`src/rtl/mem_access_pkg.sv`:
```
// mem_access_pkg: shared types and constants for the MEM pipeline stage.
// Holds the access FSM state enum, the writeback mux select codes and the
// MMIO region compare used when MEM_ACCESS_MMIO_EN is defined.
package mem_access_pkg;

  typedef enum logic {
    IDLE = 1'b0,
    WAIT = 1'b1
  } state_t;

  localparam logic [1:0] WB_SEL_ALU = 2'b00;
  localparam logic [1:0] WB_SEL_MEM = 2'b01;
  localparam logic [1:0] WB_SEL_PC4 = 2'b10;

  // An address is in the MMIO region when its top nibble matches the base.
  function automatic logic in_mmio_region(input logic [31:0] addr,
                                          input logic [31:0] base);
    return addr[31:28] == base[31:28];
  endfunction

endpackage

```
`src/rtl/mem_access_if.sv`:
```
// mem_access_if: data-memory request/response bus between the MEM stage
// (master) and the data memory (slave).
interface mem_access_if;
  import mem_access_pkg::*;

  logic        dmem_req;
  logic        dmem_we;
  logic [31:0] dmem_addr;
  logic [31:0] dmem_wdata;
  logic        dmem_ready;
  logic        dmem_rvalid;
  logic [31:0] dmem_rdata;

  modport master (
    output dmem_req, dmem_we, dmem_addr, dmem_wdata,
    input  dmem_ready, dmem_rvalid, dmem_rdata
  );

  modport slave (
    input  dmem_req, dmem_we, dmem_addr, dmem_wdata,
    output dmem_ready, dmem_rvalid, dmem_rdata
  );

endinterface

```
`src/rtl/mem_wb_reg.sv`:
```
// mem_wb_reg: MEM/WB pipeline payload register. Loads the payload every
// cycle; when bubble is set only the write enable is cleared and the rest
// of the payload holds its previous value.
module mem_wb_reg
  import mem_access_pkg::*;
(
  input  logic        clk,
  input  logic        reset_n,
  input  logic        bubble,
  input  logic        in_reg_wr_en,
  input  logic [3:0]  in_wr_reg,
  input  logic [31:0] in_wr_data,
  input  logic [31:0] in_pc,
  output logic        out_reg_wr_en,
  output logic [3:0]  out_wr_reg,
  output logic [31:0] out_wr_data,
  output logic [31:0] out_pc
);

  // Payload register: full load when the stage advances, bubble otherwise.
  always_ff @(posedge clk or negedge reset_n) begin
    if (!reset_n) begin
      out_reg_wr_en <= 1'b0;
      out_wr_reg    <= 4'd0;
      out_wr_data   <= 32'd0;
      out_pc        <= 32'd0;
    end else if (bubble) begin
      out_reg_wr_en <= 1'b0;
    end else begin
      out_reg_wr_en <= in_reg_wr_en;
      out_wr_reg    <= in_wr_reg;
      out_wr_data   <= in_wr_data;
      out_pc        <= in_pc;
    end
  end

endmodule

```
`src/rtl/mem_access_stage.sv`:
```
// mem_access_stage: pipeline MEM stage. Runs the load/store handshake with
// the data memory, freezes upstream with mem_stall while an access is
// outstanding and feeds the MEM/WB register.
// Optional feature: define MEM_ACCESS_MMIO_EN to add the io_* ports; aligned
// accesses whose top nibble matches MMIO_BASE then bypass the data memory.
module mem_access_stage
  import mem_access_pkg::*;
#(
  parameter int TIMEOUT_CYCLES = 16
`ifdef MEM_ACCESS_MMIO_EN
  , parameter logic [31:0] MMIO_BASE = 32'hF000_0000
`endif
) (
  input  logic               clk,
  input  logic               reset_n,
  input  logic               in_reg_wr_en,
  input  logic [1:0]         in_mul_sel,
  input  logic [31:0]        in_alu_out,
  input  logic [31:0]        in_data2_out,
  input  logic [31:0]        in_pc,
  input  logic [3:0]         in_wr_reg,
  input  logic               in_is_load,
  input  logic               in_is_store,
  output logic               mem_stall,
  mem_access_if.master       dmem,
  output logic               out_reg_wr_en,
  output logic [3:0]         out_wr_reg,
  output logic [31:0]        out_wr_data,
  output logic [31:0]        out_pc,
`ifdef MEM_ACCESS_MMIO_EN
  output logic               io_wr_en,
  output logic [31:0]        io_wdata,
  input  logic [31:0]        io_rdata,
`endif
  output logic               mem_err
);

  localparam int CW = (TIMEOUT_CYCLES > 2) ? $clog2(TIMEOUT_CYCLES) : 1;
  localparam logic [CW-1:0] TO_LAST = CW'(TIMEOUT_CYCLES - 1);

  state_t        state, state_next;
  logic [CW-1:0] wait_cnt;
  logic          op, is_load, is_store, aligned, mmio_hit;
  logic          err_set, wb_en, io_wr;
  logic [31:0]   load_data, wb_data;

  assign op       = in_is_load | in_is_store;
  assign is_load  = in_is_load;
  assign is_store = in_is_store & ~in_is_load;
  assign aligned  = (in_alu_out[1:0] == 2'b00);

`ifdef MEM_ACCESS_MMIO_EN
  assign mmio_hit = in_mmio_region(in_alu_out, MMIO_BASE);
  assign io_wr_en = io_wr;
  assign io_wdata = in_data2_out;
`else
  assign mmio_hit = 1'b0;
`endif

  assign dmem.dmem_addr  = in_alu_out;
  assign dmem.dmem_wdata = in_data2_out;

  // State, wait counter (clears whenever WAIT is left) and sticky error flag.
  always_ff @(posedge clk or negedge reset_n) begin
    if (!reset_n) begin
      state    <= IDLE;
      wait_cnt <= '0;
      mem_err  <= 1'b0;
    end else begin
      state <= state_next;
      if (state == WAIT && state_next == WAIT) begin
        wait_cnt <= wait_cnt + 1'b1;
      end else begin
        wait_cnt <= '0;
      end
      if (err_set) begin
        mem_err <= 1'b1;
      end
    end
  end

  // Next state, memory handshake, stall and writeback enable/data source.
  always_comb begin
    state_next     = state;
    mem_stall      = 1'b0;
    dmem.dmem_req  = 1'b0;
    dmem.dmem_we   = 1'b0;
    wb_en          = in_reg_wr_en;
    load_data      = dmem.dmem_rdata;
    err_set        = 1'b0;
    io_wr          = 1'b0;
    case (state)
      IDLE: begin
        if (op) begin
          if (!aligned) begin
            wb_en   = 1'b0;
            err_set = 1'b1;
          end else if (mmio_hit) begin
            io_wr = is_store;
`ifdef MEM_ACCESS_MMIO_EN
            load_data = io_rdata;
`endif
          end else begin
            dmem.dmem_req = 1'b1;
            dmem.dmem_we  = is_store;
            if (!dmem.dmem_ready) begin
              mem_stall = 1'b1;
            end else if (is_load) begin
              mem_stall  = 1'b1;
              state_next = WAIT;
            end
          end
        end
      end
      WAIT: begin
        if (dmem.dmem_rvalid) begin
          state_next = IDLE;
        end else if (wait_cnt == TO_LAST) begin
          err_set    = 1'b1;
          wb_en      = 1'b0;
          state_next = IDLE;
        end else begin
          mem_stall = 1'b1;
        end
      end
      default: state_next = IDLE;
    endcase
  end

  // Writeback value selection.
  always_comb begin
    wb_data = in_alu_out;
    case (in_mul_sel)
      WB_SEL_MEM: wb_data = load_data;
      WB_SEL_PC4: wb_data = in_pc + 32'd4;
      WB_SEL_ALU: wb_data = in_alu_out;
      default:    wb_data = in_alu_out;
    endcase
  end

  mem_wb_reg u_mem_wb_reg (
    .clk          (clk),
    .reset_n      (reset_n),
    .bubble       (mem_stall),
    .in_reg_wr_en (wb_en),
    .in_wr_reg    (in_wr_reg),
    .in_wr_data   (wb_data),
    .in_pc        (in_pc),
    .out_reg_wr_en(out_reg_wr_en),
    .out_wr_reg   (out_wr_reg),
    .out_wr_data  (out_wr_data),
    .out_pc       (out_pc)
  );

endmodule

```
`src/flat_wrapper.sv`:
```
// flat-port wrapper written by rule: the top's interface ports become plain ports
module mem_access_stage_flat import mem_access_pkg::*;
#(
  parameter int TIMEOUT_CYCLES = 16

)
  (clk, reset_n, in_reg_wr_en, in_mul_sel, in_alu_out, in_data2_out, in_pc, in_wr_reg, in_is_load, in_is_store, mem_stall, out_reg_wr_en, out_wr_reg, out_wr_data, out_pc, mem_err, dmem_dmem_req, dmem_dmem_we, dmem_dmem_addr, dmem_dmem_wdata, dmem_dmem_ready, dmem_dmem_rvalid, dmem_dmem_rdata);
  mem_access_if dmem_i ();
  input  logic clk;
  input  logic reset_n;
  input  logic in_reg_wr_en;
  input  logic [1:0] in_mul_sel;
  input  logic [31:0] in_alu_out;
  input  logic [31:0] in_data2_out;
  input  logic [31:0] in_pc;
  input  logic [3:0] in_wr_reg;
  input  logic in_is_load;
  input  logic in_is_store;
  output logic mem_stall;
  output logic out_reg_wr_en;
  output logic [3:0] out_wr_reg;
  output logic [31:0] out_wr_data;
  output logic [31:0] out_pc;
  output logic mem_err;
  output wire logic [$bits(dmem_i.dmem_req)-1:0] dmem_dmem_req;
  output wire logic [$bits(dmem_i.dmem_we)-1:0] dmem_dmem_we;
  output wire logic [$bits(dmem_i.dmem_addr)-1:0] dmem_dmem_addr;
  output wire logic [$bits(dmem_i.dmem_wdata)-1:0] dmem_dmem_wdata;
  input wire logic [$bits(dmem_i.dmem_ready)-1:0] dmem_dmem_ready;
  input wire logic [$bits(dmem_i.dmem_rvalid)-1:0] dmem_dmem_rvalid;
  input wire logic [$bits(dmem_i.dmem_rdata)-1:0] dmem_dmem_rdata;
  assign dmem_dmem_req = dmem_i.dmem_req;
  assign dmem_dmem_we = dmem_i.dmem_we;
  assign dmem_dmem_addr = dmem_i.dmem_addr;
  assign dmem_dmem_wdata = dmem_i.dmem_wdata;
  assign dmem_i.dmem_ready = dmem_dmem_ready;
  assign dmem_i.dmem_rvalid = dmem_dmem_rvalid;
  assign dmem_i.dmem_rdata = dmem_dmem_rdata;
  mem_access_stage #(.TIMEOUT_CYCLES(TIMEOUT_CYCLES)) u_core (.clk(clk), .reset_n(reset_n), .in_reg_wr_en(in_reg_wr_en), .in_mul_sel(in_mul_sel), .in_alu_out(in_alu_out), .in_data2_out(in_data2_out), .in_pc(in_pc), .in_wr_reg(in_wr_reg), .in_is_load(in_is_load), .in_is_store(in_is_store), .mem_stall(mem_stall), .dmem(dmem_i), .out_reg_wr_en(out_reg_wr_en), .out_wr_reg(out_wr_reg), .out_wr_data(out_wr_data), .out_pc(out_pc), .mem_err(mem_err));
endmodule
```
`config.mk`:
```
export PLATFORM = sky130hd
export DESIGN_NAME = mem_access_stage_flat
export DESIGN_NICKNAME = d
export VERILOG_FILES = /design/src/rtl/mem_access_pkg.sv /design/src/rtl/mem_access_if.sv /design/src/rtl/mem_wb_reg.sv /design/src/rtl/mem_access_stage.sv /design/src/flat_wrapper.sv
export SDC_FILE = /design/constraint.sdc
export NUM_CORES = 1
export LEC_CHECK = 0
export ABC_AREA = 1
export BUFFER_PORTS_ARGS = -buffer_cell sky130_fd_sc_hd__buf_4
export CAP_MARGIN = 20
export CORE_MARGIN = 10
export CORE_UTILIZATION = 45
export DETAILED_ROUTE_END_ITERATION = 10
export PLACE_DENSITY = 0.88
export SKIP_LAST_GASP = 1
export SYNTH_ARGS = -nofsm -noshare
export SYNTH_HDL_FRONTEND = slang
export SYNTH_SLANG_ARGS = --single-unit
export TNS_END_PERCENT = 10
```
`constraint.sdc`:
```
create_clock -name clk -period 2 [get_ports clk]
set_clock_uncertainty 0.1 [all_clocks]
set_input_delay 0.4 -clock clk [delete_from_list [all_inputs] [get_ports clk]]
set_output_delay 0.4 -clock clk [all_outputs]
set_load 0.01 [all_outputs]
```
==> flow_metrics.env, run 1 <==
export IMPL_slew_headroom_pct=69.27
export IMPL_syn_nets=847
export IMPL_post_drt_wl_per_cell_um=17.25
export IMPL_reg_largest_list="u_core.u_mem_wb_reg.out_pc: 32 flops, u_core.u_mem_wb_reg.out_wr_data: 32 flops"
export IMPL_syn_to_final_growth_pct=30.25
export IMPL_clk_latency_ns=0.36
export IMPL_place_hpwl_um=13440
export IMPL_setup_viol=0
export IMPL_detailedPlace_worstSlack_ns=0.1843
export IMPL_cp_arrival_ns=1.43
export IMPL_drtAntennaViolNets=0
export IMPL_antenna_cells=0
export IMPL_gp_congestion=0.9163
export IMPL_grt_max_degree=76
export IMPL_power_leakage_nw=3.300
export IMPL_core_region_area_um2=10840
export IMPL_critPathMaxStageDelay_ns=0.40
export IMPL_grt_antenna_before_repair=0
export IMPL_maxCapViolCount=0
export IMPL_vias_per_cell=4.999
export IMPL_path_max_fanout=4
export IMPL_postSynthCellCount=702
export IMPL_period_needed_ns=1.925
export IMPL_ir_worst_vdd_v=0.0003368
export IMPL_final_max_slew_violation_count=0
export IMPL_ioPinCount=278
export IMPL_fin_crit_sh_pct=96.27
export IMPL_netlist_area_um2=4972
export IMPL_synth_warnings=0
export IMPL_vias=4989
export IMPL_dr_first_iter_drc_count=476
export IMPL_setup_slack_ns=0.07455
export IMPL_utilization_pct=59.74
export IMPL_syn_area_per_cell_um2=7.083
export IMPL_initial_core_util_pct=45.87
export IMPL_die_h_um=125.1
export IMPL_num_rows=38
export IMPL_cts_buffers=9
export IMPL_yosys_register_bits=75
export IMPL_cts_num_sinks=75
export IMPL_status="complete, no violations"
export IMPL_ys_types=34
export IMPL_slowest_stage="dfrtp_1"
export IMPL_power_density_nw_per_um2=680.4
export IMPL_final_layout_size_suffix_gt1_share_pct=31.93
export IMPL_die_x_um=125.1
export IMPL_min_path_type="input pin to register"
export IMPL_postRouteWirelength_um=17220
export IMPL_cts_max_level=3
export IMPL_end_kind="output pin"
export IMPL_worst_pin_slew_ns=0.4610
export IMPL_port_buffers=213
export IMPL_start_kind="register"
export IMPL_overflow=0
export IMPL_clkSlewWorstSetupHoldPaths_ns=0.10
export IMPL_grt_pass1_wl_um=26810
export IMPL_crit_type="register to output pin"
export IMPL_crit_chain="ha_2 -> nand2_1 -> inv_1 -> nand2_2 -> nand3_4 -> nand2_4 -> buf_4"
export IMPL_max_freq_mhz=519.4
export IMPL_cts_buffer_depth=2
export IMPL_drt_pass1_iterations=5
export IMPL_cts_tree="yes"
export IMPL_drc=0
export IMPL_die_area_um2=15650
export IMPL_grt_pass1_vias=4981
export IMPL_yosysSeqAreaShare_pct=37.75
export IMPL_worstPathRequired_ns=1.50
export IMPL_finalNetCount=998
export IMPL_track_usage_pct=20.75
export IMPL_cts_root_buf="clkbuf_8"
export IMPL_hold_viol_final=0
==> through the flow <==
stage | setup TNS [ns] | cell area (um2) | cells | hold slack (ns) | total power, mW
6_report | 0 | 6476 | 998 | 0.1277 | 4.407
5_1_grt | -0.001964 | 6476 | 998 | 0.1343 | 4.645
4_1_cts | 0 | 6451 | 995 | 0.1155 | 4.435
3_5_place_dp | 0 | 6207 | 976 | 0.3544 | 3.165
3_3_place_gp | 0 | 6207 | 976 | 0.3429 | 3.138
2_1_floorplan | 0 | 4972 | 702 | 0.004409 | 2.522
==> metal layers <==
layer	up-vias	global-route usage, %	wire length [um]
li1	2462	-	-
met1	2289	24.90	6883
met2	211	34.56	8403
met3	27	7.351	1647
met4	0	5.420	280
met5	-	0	0
==> layout make-up <==
type / instances / area (um2)
Clock buffer: 10 / 137.6
Clock inverter: 6 / 71.32
Fill cell: 1007 / 4364
Inverter: 48 / 180.2
Multi-Input combinational cell: 488 / 2211
Sequential cell: 75 / 1877
Tap cell: 140 / 175.2
Timing Repair Buffer: 231 / 1824
==> critical path: cells and delay by family (launching register included) <==
family        cells  cell delay (ns)
buf+inv           2             0.18
flops             1             0.40
fa+ha+maj         1             0.19
simple gates      4             0.30
==> path summary, 6_finish.rpt <==
| check | end | cells past startpoint | from | slack [ns] |
|---|---|---|---|---|
| max in group asynchronous | u_core.u_mem_wb_reg.out_wr_data[12]$_DFFE_PN0P_ | 3 | reset_n | 0.98 |
| max | mem_stall | 7 | u_core.wait_cnt[0]$_DFF_PN0_ | 0.07 |
| min in group asynchronous | u_core.u_mem_wb_reg.out_wr_data[5]$_DFFE_PN0P_ | 3 | reset_n | 0.49 |
| min reg2reg | u_core.u_mem_wb_reg.out_wr_data[5]$_DFFE_PN0P_ | 2 | u_core.u_mem_wb_reg.out_wr_data[5]$_DFFE_PN0P_ | 0.39 |
| min | u_core.u_mem_wb_reg.out_wr_reg[2]$_DFFE_PN0P_ | 3 | in_wr_reg[2] | 0.13 |
| max reg2reg | u_core.u_mem_wb_reg.out_wr_data[11]$_DFFE_PN0P_ | 11 | u_core.wait_cnt[1]$_DFF_PN0_ | 0.18 |
==> kinds of logic after synthesis <==
logic type,share of synthesized area [%]
buffers and inverters,18.04
AOI/OAI and AO/OA,11.10
adders and majority gates,1.007
DFF,37.75
and+or+nand+nor,32.11
==> cells in the final DEF, fill, tap and decap left out, types with 5 or more instances in the layout <==
master,Yosys,final
a21oi_1,34,34
o21ai_1,18,18
nor2_2,5,5
nor2_1,75,75
clkbuf_8,3,10
nor2_4,7,7
nand3_1,38,38
inv_1,46,46
nand2_2,5,6
buf_4,65,223
dfrtp_1,75,75
o21ai_0,42,42
buf_12,1,7
nand2_1,236,235
==> cells in the mapped netlist <==
cell	number	share of area, %
nand2_1	236	18
dfrtp_1	75	38
nor2_1	75	5.7
buf_4	65	9.8
inv_1	46	3.5
o21ai_0	42	4.2
nand3_1	38	3.8
a21oi_1	34	3.4
o21ai_1	18	1.8
buf_6	10	2.3
clkbuf_1	7	0.53
nor2_4	7	1.6
nand2_2	5	0.63
nor2_2	5	0.63
a31oi_1	4	0.50
ha_1	4	1.0
and2_1	3	0.38
buf_2	3	0.30
clkbuf_8	3	0.83
o211ai_1	3	0.45
inv_2	2	0.15
nand2_4	2	0.45
nor3b_1	2	0.30
o21ai_2	2	0.35
or2_2	2	0.25
a22o_1	1	0.18
and2_0	1	0.13
buf_12	1	0.40
clkbuf_2	1	0.10
dlygate4sd1_1	1	0.18
nand3_2	1	0.20
nand3b_1	1	0.15
nor3_1	1	0.10
o21bai_1	1	0.15
==> power by group <==
part	leakage, nW	internal [mW]	switching (mW)	total [mW]
clock	0.0995	0.622	0.645	1.27
combinational	2.30	0.626	0.698	1.32
sequential	0.903	1.70	0.114	1.82
==> repair_timing <==
| item | in CTS | in global routing |
|---|---|---|
| gates resized for setup | 2 | 1 |
| pin swaps | 1 | 0 |
| setup endpoints to repair | 1 | 1 |
| hold endpoints to repair | 75 | 0 |
| hold buffers | 1 | 0 |
| setup buffers | 2 | 3 |
No activity file was read; power rests on OpenSTA's default activity.
==> run 2: changes to the inputs <==
--- a/constraint.sdc
+++ b/constraint.sdc
@@ -4,2 +4,2 @@
 set_output_delay 0.4 -clock clk [all_outputs]
-set_load 0.01 [all_outputs]
+set_load 0.1 [all_outputs]
==> flow_metrics.env, run 2 (synthesis gave the netlist of run 1 again) <==
export IMPL_status="finished with violations"
export IMPL_failed_checks="setup timing"
export IMPL_cts_num_sinks=75
export IMPL_critPathMaxStageDelay_ns=0.41
export IMPL_power_density_nw_per_um2=893.8
export IMPL_final_max_slew_violation_count=0
export IMPL_drtAntennaViolNets=0
export IMPL_cts_buffers=9
export IMPL_cts_buffer_depth=2
export IMPL_clk_latency_ns=0.35
export IMPL_worst_pin_slew_ns=0.4269
export IMPL_hold_end="u_core.u_mem_wb_reg.out_wr_reg[3]$_DFFE_PN0P_"
export IMPL_reg_largest_list="u_core.u_mem_wb_reg.out_pc: 32 flops, u_core.u_mem_wb_reg.out_wr_data: 32 flops"
export IMPL_worstPathRequired_ns=1.50
export IMPL_finalPower_mw=5.776
export IMPL_vias_per_cell=4.934
export IMPL_timing_rr_start="u_core.wait_cnt[0]$_DFF_PN0_"
export IMPL_cts_tree="yes"
export IMPL_place_hpwl_um=13590
export IMPL_final_setup_tns_ns=-0.003709
export IMPL_clkSlewWorstSetupHoldPaths_ns=0.09
export IMPL_syn_to_final_growth_pct=29.97
export IMPL_die_x_um=125.1
export IMPL_fin_crit_sh_pct=100.2
export IMPL_setup_viol=1
export IMPL_die_h_um=125.1
export IMPL_seqCellArea_um2=1877
export IMPL_ir_worst_vdd_v=0.0005389
export IMPL_r2r_slack_ns=0.18
export IMPL_grt_pass1_vias=4929
export IMPL_power_leakage_nw=3.286
export IMPL_cp_arrival_ns=1.50
export IMPL_overflow=0
export IMPL_detailedPlace_worstSlack_ns=0.1167
export IMPL_crit_type="register to output pin"
export IMPL_antenna_cells=0
export IMPL_cts_max_level=3
export IMPL_max_freq_mhz=499.1
export IMPL_dr_first_iter_drc_count=415
export IMPL_post_drt_wl_per_cell_um=17.17
export IMPL_multi_input_area_um2=2225
export IMPL_maxCapViolCount=0
export IMPL_utilization_pct=59.61
export IMPL_postRouteWirelength_um=17140
export IMPL_finalNetCount=998
export IMPL_port_buffers=213
export IMPL_slew_headroom_pct=71.54
export IMPL_hold_viol_final=0
export IMPL_dp_cells=978
export IMPL_gp_congestion=0.8832
export IMPL_setup_slack_ns=-0.003709
export IMPL_final_cell_area_um2=6462
export IMPL_ioPinCount=278
export IMPL_track_usage_pct=20.66
export IMPL_min_delay_start="in_wr_reg[3]"
export IMPL_initial_core_util_pct=45.87
export IMPL_drt_pass1_iterations=5
export IMPL_min_path_type="input pin to register"
export IMPL_die_area_um2=15650
export IMPL_end_kind="output pin"
export IMPL_fill_cells=1046
export IMPL_final_common_cell="nand2_1"
export IMPL_rsz0062_at_grt="yes"
export IMPL_grt_max_degree=61
export IMPL_slowest_stage="dfrtp_1"
export IMPL_drc=0
export IMPL_cp_common_cell="nand2_2"
export IMPL_start_kind="register"
export IMPL_core_region_area_um2=10840
export IMPL_cts_root_buf="clkbuf_8"
export IMPL_path_max_fanout=2
export IMPL_period_needed_ns=2.004
export IMPL_final_cell_mix="nand2_1, buf_4, nor2_1, dfrtp_1, inv_1"
export IMPL_reg2reg_to="u_core.u_mem_wb_reg.out_wr_data[13]$_DFFE_PN0P_"
export IMPL_placed_cell_area_um2=6233
export IMPL_vias=4924
export IMPL_grt_pass1_wl_um=26450
export IMPL_whs_path_depth=3
export IMPL_fin_cells=998
export IMPL_num_rows=38
export IMPL_grt_antenna_before_repair=0
export IMPL_hold_ws_ns=0.1462
export IMPL_reg2reg_depth=11
export IMPL_crit_chain="ha_2 -> nand2_2 -> inv_2 -> nand2_2 -> nand3_4 -> nand2_4 -> buf_12"
export IMPL_final_layout_size_suffix_gt1_share_pct=32.17
## run 2: layer usage
metal	share of wire, %	wire length (um)	vias up	track usage [%]
met5	0	0	-	0
met4	2.2	375	0	6.572
met3	8.6	1480	26	6.379
li1	-	-	2452	-
met1	42	7174	2236	25.47
met2	47	8107	210	33.76
## run 2: cell type report
class / count / area share [%]
Tap cell: 140 / 2.711
Inverter: 48 / 2.788
Multi-Input combinational cell: 488 / 34.42
Clock inverter: 6 / 0.6389
Sequential cell: 75 / 29.04
Clock buffer: 10 / 1.975
Timing Repair Buffer: 231 / 28.42
## run 2: what timing repair did
item	4_1_cts	5_1_grt
gates resized for setup	4	4
setup endpoints to repair	1	5
hold buffers	1	0
pin swaps	1	1
cloned	0	0
endpoints found under the hold margin	17	0
buffers inserted	2	1
## run 2: worst max-delay path by stage
| stage | cells after the start | slack (ns) | end | startpoint |
|---|---|---|---|---|
| after floorplan | 7 | -0.30 | mem_stall | in_alu_out[1] |
| final | 7 | -0.004 | mem_stall | u_core.wait_cnt[0]$_DFF_PN0_ |
| after detailed placement | 7 | 0.12 | mem_stall | in_alu_out[1] |
| after CTS | 7 | 0.02 | mem_stall | u_core.wait_cnt[0]$_DFF_PN0_ |
| after global placement | 7 | 0.16 | mem_stall | in_alu_out[1] |
| after global routing | 7 | -0.08 | mem_stall | u_core.wait_cnt[0]$_DFF_PN0_ |
## run 2: power by group
group	leakage, nW	internal [mW]	total, mW	switching, mW
clock	0.0787	0.451	1.06	0.609
combinational	2.30	0.643	2.91	2.26
sequential	0.903	1.70	1.81	0.106
total	3.29	2.80	5.78	2.98
## run 2: worst max-delay path, delay by kind of cell (launching register included)
family	cells	cell delay [ns]
buffers and inverters	2	0.21
DFF	1	0.41
and+or+nand+nor	4	0.30
adders and majority gates	1	0.21
